$ cat src/rtl/ypc_pkg.sv
// rtl/ypc_pkg.sv - shared encodings, FSM states and immediate helpers for the YPC core
package ypc_pkg;

  localparam logic [6:0] OP_IMM = 7'b001_0011;
  localparam logic [6:0] OP     = 7'b011_0011;
  localparam logic [6:0] LUI    = 7'b011_0111;
  localparam logic [6:0] AUIPC  = 7'b001_0111;
  localparam logic [6:0] JAL    = 7'b110_1111;
  localparam logic [6:0] JALR   = 7'b110_0111;
  localparam logic [6:0] SYSTEM = 7'b111_0011;

  localparam logic [2:0] F3_ADD = 3'b000;
  localparam logic [6:0] F7_ADD = 7'b000_0000;

  localparam logic [31:0] EBREAK = 32'h0010_0073;
  localparam logic [4:0]  REG_A0 = 5'd10;

  typedef enum logic [1:0] {
    S_FETCH    = 2'd0,
    S_WAIT_RSP = 2'd1,
    S_EXEC     = 2'd2,
    S_HALTED   = 2'd3
  } state_t;

  function automatic logic [31:0] imm_i(input logic [31:0] inst);
    return {{20{inst[31]}}, inst[31:20]};
  endfunction

  function automatic logic [31:0] imm_u(input logic [31:0] inst);
    return {inst[31:12], 12'b0};
  endfunction

  function automatic logic [31:0] imm_j(input logic [31:0] inst);
    return {{11{inst[31]}}, inst[31], inst[19:12], inst[20], inst[30:21], 1'b0};
  endfunction

endpackage

$ cat src/rtl/ypc_regfile.sv
// rtl/ypc_regfile.sv - architectural register file, two async reads, one sync write
module ypc_regfile #(
  parameter int NREGS = 32,
  parameter int XLEN  = 32,
  localparam int AW   = $clog2(NREGS)
) (
  input  logic            clk,
  input  logic [AW-1:0]   i_ra_addr,
  output logic [XLEN-1:0] o_ra_data,
  input  logic [AW-1:0]   i_rb_addr,
  output logic [XLEN-1:0] o_rb_data,
  input  logic            i_we,
  input  logic [AW-1:0]   i_waddr,
  input  logic [XLEN-1:0] i_wdata
);

  logic [XLEN-1:0] r_regs [NREGS];

  // Contents are deliberately left unreset; entry 0 is never written.
  always_ff @(posedge clk) begin
    if (i_we && (i_waddr != '0)) begin
      r_regs[i_waddr] <= i_wdata;
    end
  end

  assign o_ra_data = (i_ra_addr == '0) ? '0 : r_regs[i_ra_addr];
  assign o_rb_data = (i_rb_addr == '0) ? '0 : r_regs[i_rb_addr];

endmodule

$ cat src/rtl/ypc_multicycle_core.sv
// rtl/ypc_multicycle_core.sv - multi-cycle YPC core: handshake fetch, RV32I/E subset exec, halt
module ypc_multicycle_core
  import ypc_pkg::*;
#(
  parameter int              XLEN     = 32,
  parameter int              NREGS    = 32,
  parameter logic [XLEN-1:0] RESET_PC = 32'h8000_0000
) (
  input  logic            clk,
  input  logic            reset,
  output logic            imem_req_valid,
  input  logic            imem_req_ready,
  output logic [XLEN-1:0] imem_addr,
  input  logic            imem_rsp_valid,
  input  logic [31:0]     imem_rsp_data,
  output logic            retire,
  output logic [XLEN-1:0] retire_pc,
  output logic            halt,
  output logic            illegal,
  output logic [XLEN-1:0] ret
);

  localparam int AW = $clog2(NREGS);

  state_t          r_state, w_state_nxt;
  logic [XLEN-1:0] r_pc, w_pc_nxt;
  logic [31:0]     r_inst;
  logic            r_halt, r_illegal;
  logic [XLEN-1:0] r_ret;

  logic [6:0] w_opcode, w_funct7;
  logic [2:0] w_funct3;
  logic [4:0] w_rd, w_rs1, w_rs2, w_rb_idx;
  logic       w_rd_ok, w_rs1_ok, w_rs2_ok, w_add_ok;

  logic [XLEN-1:0] w_rs1_data, w_rb_data;
  logic [XLEN-1:0] w_imm_i, w_imm_u, w_imm_j, w_pc4, w_jalr_sum;

  logic            w_legal, w_ebreak, w_jump;
  logic            w_use_rd, w_use_rs1, w_use_rs2;
  logic [XLEN-1:0] w_result, w_target;
  logic            w_ok, w_exec, w_stop, w_we;

  assign w_opcode = r_inst[6:0];
  assign w_rd     = r_inst[11:7];
  assign w_funct3 = r_inst[14:12];
  assign w_rs1    = r_inst[19:15];
  assign w_rs2    = r_inst[24:20];
  assign w_funct7 = r_inst[31:25];

  assign w_rd_ok  = int'(w_rd)  < NREGS;
  assign w_rs1_ok = int'(w_rs1) < NREGS;
  assign w_rs2_ok = int'(w_rs2) < NREGS;

  // Port B serves rs2 only for a fully legal add; otherwise it reads a0 for the halt capture.
  assign w_add_ok = (w_opcode == OP) && (w_funct3 == F3_ADD) && (w_funct7 == F7_ADD) &&
                    w_rd_ok && w_rs1_ok && w_rs2_ok;
  assign w_rb_idx = w_add_ok ? w_rs2 : REG_A0;

  assign w_imm_i    = XLEN'($signed(imm_i(r_inst)));
  assign w_imm_u    = XLEN'($signed(imm_u(r_inst)));
  assign w_imm_j    = XLEN'($signed(imm_j(r_inst)));
  assign w_pc4      = r_pc + XLEN'(4);
  assign w_jalr_sum = w_rs1_data + w_imm_i;

  ypc_regfile #(
    .NREGS (NREGS),
    .XLEN  (XLEN)
  ) u_regfile (
    .clk       (clk),
    .i_ra_addr (w_rs1[AW-1:0]),
    .o_ra_data (w_rs1_data),
    .i_rb_addr (w_rb_idx[AW-1:0]),
    .o_rb_data (w_rb_data),
    .i_we      (w_we),
    .i_waddr   (w_rd[AW-1:0]),
    .i_wdata   (w_result)
  );

  always_comb begin
    w_legal   = 1'b0;
    w_ebreak  = 1'b0;
    w_jump    = 1'b0;
    w_use_rd  = 1'b0;
    w_use_rs1 = 1'b0;
    w_use_rs2 = 1'b0;
    w_result  = '0;
    w_target  = '0;
    if (r_inst == EBREAK) begin
      w_legal  = 1'b1;
      w_ebreak = 1'b1;
    end else begin
      case (w_opcode)
        OP_IMM: if (w_funct3 == F3_ADD) begin
          w_legal   = 1'b1;
          w_use_rd  = 1'b1;
          w_use_rs1 = 1'b1;
          w_result  = w_rs1_data + w_imm_i;
        end
        OP: if ((w_funct3 == F3_ADD) && (w_funct7 == F7_ADD)) begin
          w_legal   = 1'b1;
          w_use_rd  = 1'b1;
          w_use_rs1 = 1'b1;
          w_use_rs2 = 1'b1;
          w_result  = w_rs1_data + w_rb_data;
        end
        LUI: begin
          w_legal  = 1'b1;
          w_use_rd = 1'b1;
          w_result = w_imm_u;
        end
        AUIPC: begin
          w_legal  = 1'b1;
          w_use_rd = 1'b1;
          w_result = r_pc + w_imm_u;
        end
        JAL: begin
          w_legal  = 1'b1;
          w_use_rd = 1'b1;
          w_jump   = 1'b1;
          w_result = w_pc4;
          w_target = r_pc + w_imm_j;
        end
        JALR: if (w_funct3 == F3_ADD) begin
          w_legal   = 1'b1;
          w_use_rd  = 1'b1;
          w_use_rs1 = 1'b1;
          w_jump    = 1'b1;
          w_result  = w_pc4;
          w_target  = {w_jalr_sum[XLEN-1:1], 1'b0};
        end
        default: ;
      endcase
    end
  end

  assign w_ok = w_legal &&
                (!w_use_rd  || w_rd_ok) &&
                (!w_use_rs1 || w_rs1_ok) &&
                (!w_use_rs2 || w_rs2_ok) &&
                !(w_jump && w_target[1]);

  assign w_exec = (r_state == S_EXEC);
  assign w_stop = w_exec && (w_ebreak || !w_ok);
  // Gating with reset keeps a write from landing on an edge that coincides with reset assertion.
  assign w_we   = w_exec && w_ok && !w_ebreak && w_use_rd && (w_rd != 5'd0) && reset;

  always_comb begin
    w_state_nxt = r_state;
    w_pc_nxt    = r_pc;
    case (r_state)
      S_FETCH: begin
        if (imem_req_valid && imem_req_ready) w_state_nxt = S_WAIT_RSP;
      end
      S_WAIT_RSP: begin
        if (imem_rsp_valid) w_state_nxt = S_EXEC;
      end
      S_EXEC: begin
        if (w_stop) begin
          w_state_nxt = S_HALTED;
        end else begin
          w_state_nxt = S_FETCH;
          w_pc_nxt    = w_jump ? w_target : w_pc4;
        end
      end
      S_HALTED: w_state_nxt = S_HALTED;
      default:  w_state_nxt = S_FETCH;
    endcase
  end

  always_ff @(posedge clk or negedge reset) begin
    if (!reset) begin
      r_state   <= S_FETCH;
      r_pc      <= RESET_PC;
      r_inst    <= '0;
      r_halt    <= 1'b0;
      r_illegal <= 1'b0;
      r_ret     <= '0;
    end else begin
      r_state <= w_state_nxt;
      r_pc    <= w_pc_nxt;
      if ((r_state == S_WAIT_RSP) && imem_rsp_valid) r_inst <= imem_rsp_data;
      if (w_stop) begin
        r_halt    <= 1'b1;
        r_illegal <= !w_ok;
        r_ret     <= w_rb_data;
      end
    end
  end

  assign imem_req_valid = (r_state == S_FETCH) && reset;
  assign imem_addr      = r_pc;
  assign retire         = w_exec && w_ok;
  assign retire_pc      = retire ? r_pc : '0;
  assign halt           = r_halt;
  assign illegal        = r_illegal;
  assign ret            = r_ret;

endmodule
$ cat config.mk
export PLATFORM = sky130hd
export DESIGN_NAME = ypc_multicycle_core
export DESIGN_NICKNAME = d
export VERILOG_FILES = /design/src/rtl/ypc_pkg.sv /design/src/rtl/ypc_regfile.sv /design/src/rtl/ypc_multicycle_core.sv
export SDC_FILE = /design/constraint.sdc
export NUM_CORES = 2
export LEC_CHECK = 0
export ABC_AREA = 1
export BUFFER_PORTS_ARGS = -buffer_cell sky130_fd_sc_hd__buf_2
export CAP_MARGIN = 20
export CORE_AREA = 2 2 366 458
export CTS_CLUSTER_DIAMETER = 150
export DETAILED_ROUTE_END_ITERATION = 10
export DIE_AREA = 0 0 368 460
export SLEW_MARGIN = 20
export SYNTH_ARGS = -nofsm -noshare
export SYNTH_HDL_FRONTEND = slang
export SYNTH_HIERARCHICAL = 1
export SYNTH_SLANG_ARGS = --single-unit
export TNS_END_PERCENT = 100
$ cat constraint.sdc
create_clock -name clk -period 10.9 [get_ports clk]
set_input_delay 1.09 -clock clk [delete_from_list [all_inputs] [get_ports clk]]
set_output_delay 1.09 -clock clk [all_outputs]
set_load 0.02 [all_outputs]
==> flow_summary_export.csv <==
group,metric,value,unit
min_path,hold_path.class,"register to register",
final_layout,final_cells,10585,
synthesis,synth-edff-count,1024,
timing,rsz0062_at_grt,"false",
floorplan,start_util,0.3975,
final_layout,syn_to_final_growth,9.921,%
timing,holdWs,0.4622,ns
cts,path_clk_slew,0.06,ns
placement,io_buffers,133,
synthesis,yosysSeqAreaShare,0.5064,
global_route,globalRouteTotalUtil,0.3229,
global_route,grt_start_max_net_pins,183,
cts,cts_buffers,113,
timing,postLayoutSetupSlackWorst,2.936,ns
drt,drcViolationCount,0,
drt,via_per_inst,5.883,
setup_path,cp-start-kind,"register",
placement,dp_hpwl,172700,um
global_route,overflow,0,
setup_path,critical_path_arrival,8.44,ns
placement,gp_congestion,1.042,
timing,hold_viol,0,
setup_path,path_max_fanout,35,
drt,post_drt_wl_per_cell,26.59,um
synthesis,synth_area_leaders,"edfxtp_1 47%, nand2_1 17%, nand3_1 8.5%",
final_layout,fill_cells,16359,
cts,cts_setup_buffers,0,
cts,clock-root-buffer,"clkbuf_16",
final_layout,fin_util,0.4369,
cts,clockBufferDepth,3,
timing,fin_crit_sh,0.7307,
timing,tns,0,ns
final_layout,drive_above_1_share,0.07002,
drt,vias,62270,
run_status,status,"finished clean",
floorplan,die_area,169300,um^2
cts,insertion_delay,0.79,ns
setup_path,criticalPathCategory,"register to register",
synthesis,mappedNetlistArea,65620,um^2
drt,routed_wl,281400,um
drt,ant_nets,0,
placement,preCtsSetupSlack,3.234,ns
pwr,peakVddDrop,153.6,uV
synthesis,synth_cells,8320,
cts,clock_sinks,1123,
global_route,grt_pass1_wl,401500,um
setup_path,rrSetupSlack,2.94,ns
timing,relSlewSlack,0.1647,
job,maxCapViolCount,0,
cts,hold_buffers,0,
timing,min_period,7.964,ns
cts,cts_tree,"done",
setup_path,reg2reg_depth,21,
cts,ctsHtreeMaxLevel,3,
timing,fmax,0.1256,GHz
timing,fin_skew,0.03152,ns
floorplan,ios,136,
drt,dr.first_iter.drc_count,8755,
synthesis,yosysTopAreaCell,"edfxtp_1",
synthesis,syn_avg_cell_area,7.887,um^2
cts,cts_resized,0,
pwr,fin_total_pwr,15.83,mW
synthesis,async_flop_share,0.08816,
synthesis,ys.flop_type,"edfxtp_1",
floorplan,fp.dieH,460,um
pwr,power_density,219.5,nW/um^2
global_route,grt_pass1_vias,58078,
timing,tightest_slew,1.250,ns
synthesis,netlist_top_cells_count,"2885 x nand2_1, 1119 x nand3_1, 1024 x edfxtp_1",
timing,setup_viol,0,
synthesis,ys_ff_latch,1123,
setup_path,crit_path_end_kind,"register",
floorplan,die_w,368,um
floorplan,num_rows,167,
min_path,holdPathStages,2,
floorplan,core,165100,um^2
setup_path,cp_data_required_time,11.37,ns
final_layout,final_nets,8433,
placement,placed_cells,10370,
final_layout,postLayoutCellArea,72130,um^2
placement,place_area,68530,um^2
pwr,p_leak,29.31,nW
synthesis,synth_top_area_frac,0.4686,
drt,drtPass1Iterations,6,
global_route,antenna_found_initial,8,
synthesis,yosysWarnings,6,
timing,finalMaxSlewViolations,0,
synthesis,yosysMostFrequentCell,"nand2_1",
synthesis,synth_cell_type_count,57,
routing by layer:
metal | vias up | global-route usage | share of wire
li1 | 27720 | - | -
met1 | 29667 | 0.4077 | 0.37
met4 | 10 | 0.2111 | 0.074
met3 | 831 | 0.05859 | 0.11
met2 | 4042 | 0.5078 | 0.45
met5 | - | 0 | 0.00022
critical path, stage by stage (launching register included):
cell      delay (ns)
dfrtp_4         0.86
clkinv_2        0.66
nor2_4          0.57
inv_1           0.11
buf_4           0.23
a21oi_1         0.13
nor2_1          0.07
nand2_1         0.09
nand2_1         0.07
nor2_1          0.38
inv_1           0.18
fa_1            0.53
nor2_1          0.07
a22oi_2         0.24
nand2_4         0.34
nor2_4          0.17
buf_4           0.29
inv_2           0.06
nor2_1          0.28
nand3_1         0.64
nor2_4          1.20
buf_4           0.40
cells by family (layout without fill, tap and decap cells):
kind of cell | count (synthesis) | in the layout | synth area share
fa+ha+maj | 108 | 108 | 0.02105
other cells | 2 | 39 | 0.0001145
compound gates | 951 | 951 | 0.07603
mux | 16 | 16 | 0.002746
flops | 1123 | 1123 | 0.5064
buf+inv | 928 | 959 | 0.06540
xor+xnor | 35 | 35 | 0.004672
simple gates | 5157 | 5157 | 0.3236
report_power, final:
group          internal [mW]  switching (mW)  leakage [nW]
clock                   2.11            1.79          1.71
sequential              4.76           0.238          8.52
combinational           1.87            5.06          19.1
total                   8.74            7.09          29.3
path summary, 6_finish.rpt:
kind,startpoint,endpoint
worst max-delay path,r_inst[17]$_DFFE_PN0P_,u_regfile/r_regs[1][11]$_DFFE_PP_
worst min-delay path,halt$_DFFE_PN0P_,halt$_DFFE_PN0P_
worst max register to register,r_inst[17]$_DFFE_PN0P_,u_regfile/r_regs[1][11]$_DFFE_PP_
worst min register to register,halt$_DFFE_PN0P_,halt$_DFFE_PN0P_
max in group asynchronous,reset,r_inst[18]$_DFFE_PN0P_
min in group asynchronous,reset,r_inst[16]$_DFFE_PN0P_
area by class of cell:
class	count	area, um^2	share of cell area
Antenna cell	5	12.51	0.0001735
Clock buffer	147	3018	0.04184
Clock inverter	62	531.8	0.007373
Inverter	448	1719	0.02384
Multi-Input combinational cell	6301	28620	0.3968
Sequential cell	1123	33240	0.4609
Tap cell	2197	2749	0.03811
Timing Repair Buffer	302	2235	0.03098
layout by cell type (no fill, tap or decap), drive strengths merged, types with 30 or more instances in the layout:
master / n
a21oi: 336
buf: 302
clkbuf: 147
clkinv: 48
conb: 34
dfrtp: 98
edfxtp: 1024
ha: 104
inv: 449
nand2: 2887
nand3: 1123
nand4: 62
nor2: 988
nor3: 34
o21ai: 523
xor2: 30
sequential cells by signal, summed over array words and instances, names as in the netlist:
name	cells
u_regfile/r_regs	1024
ret	32
illegal	1
r_state	2
r_inst	32
halt	1
imem_addr	31
(Power assumes the default switching activity.)
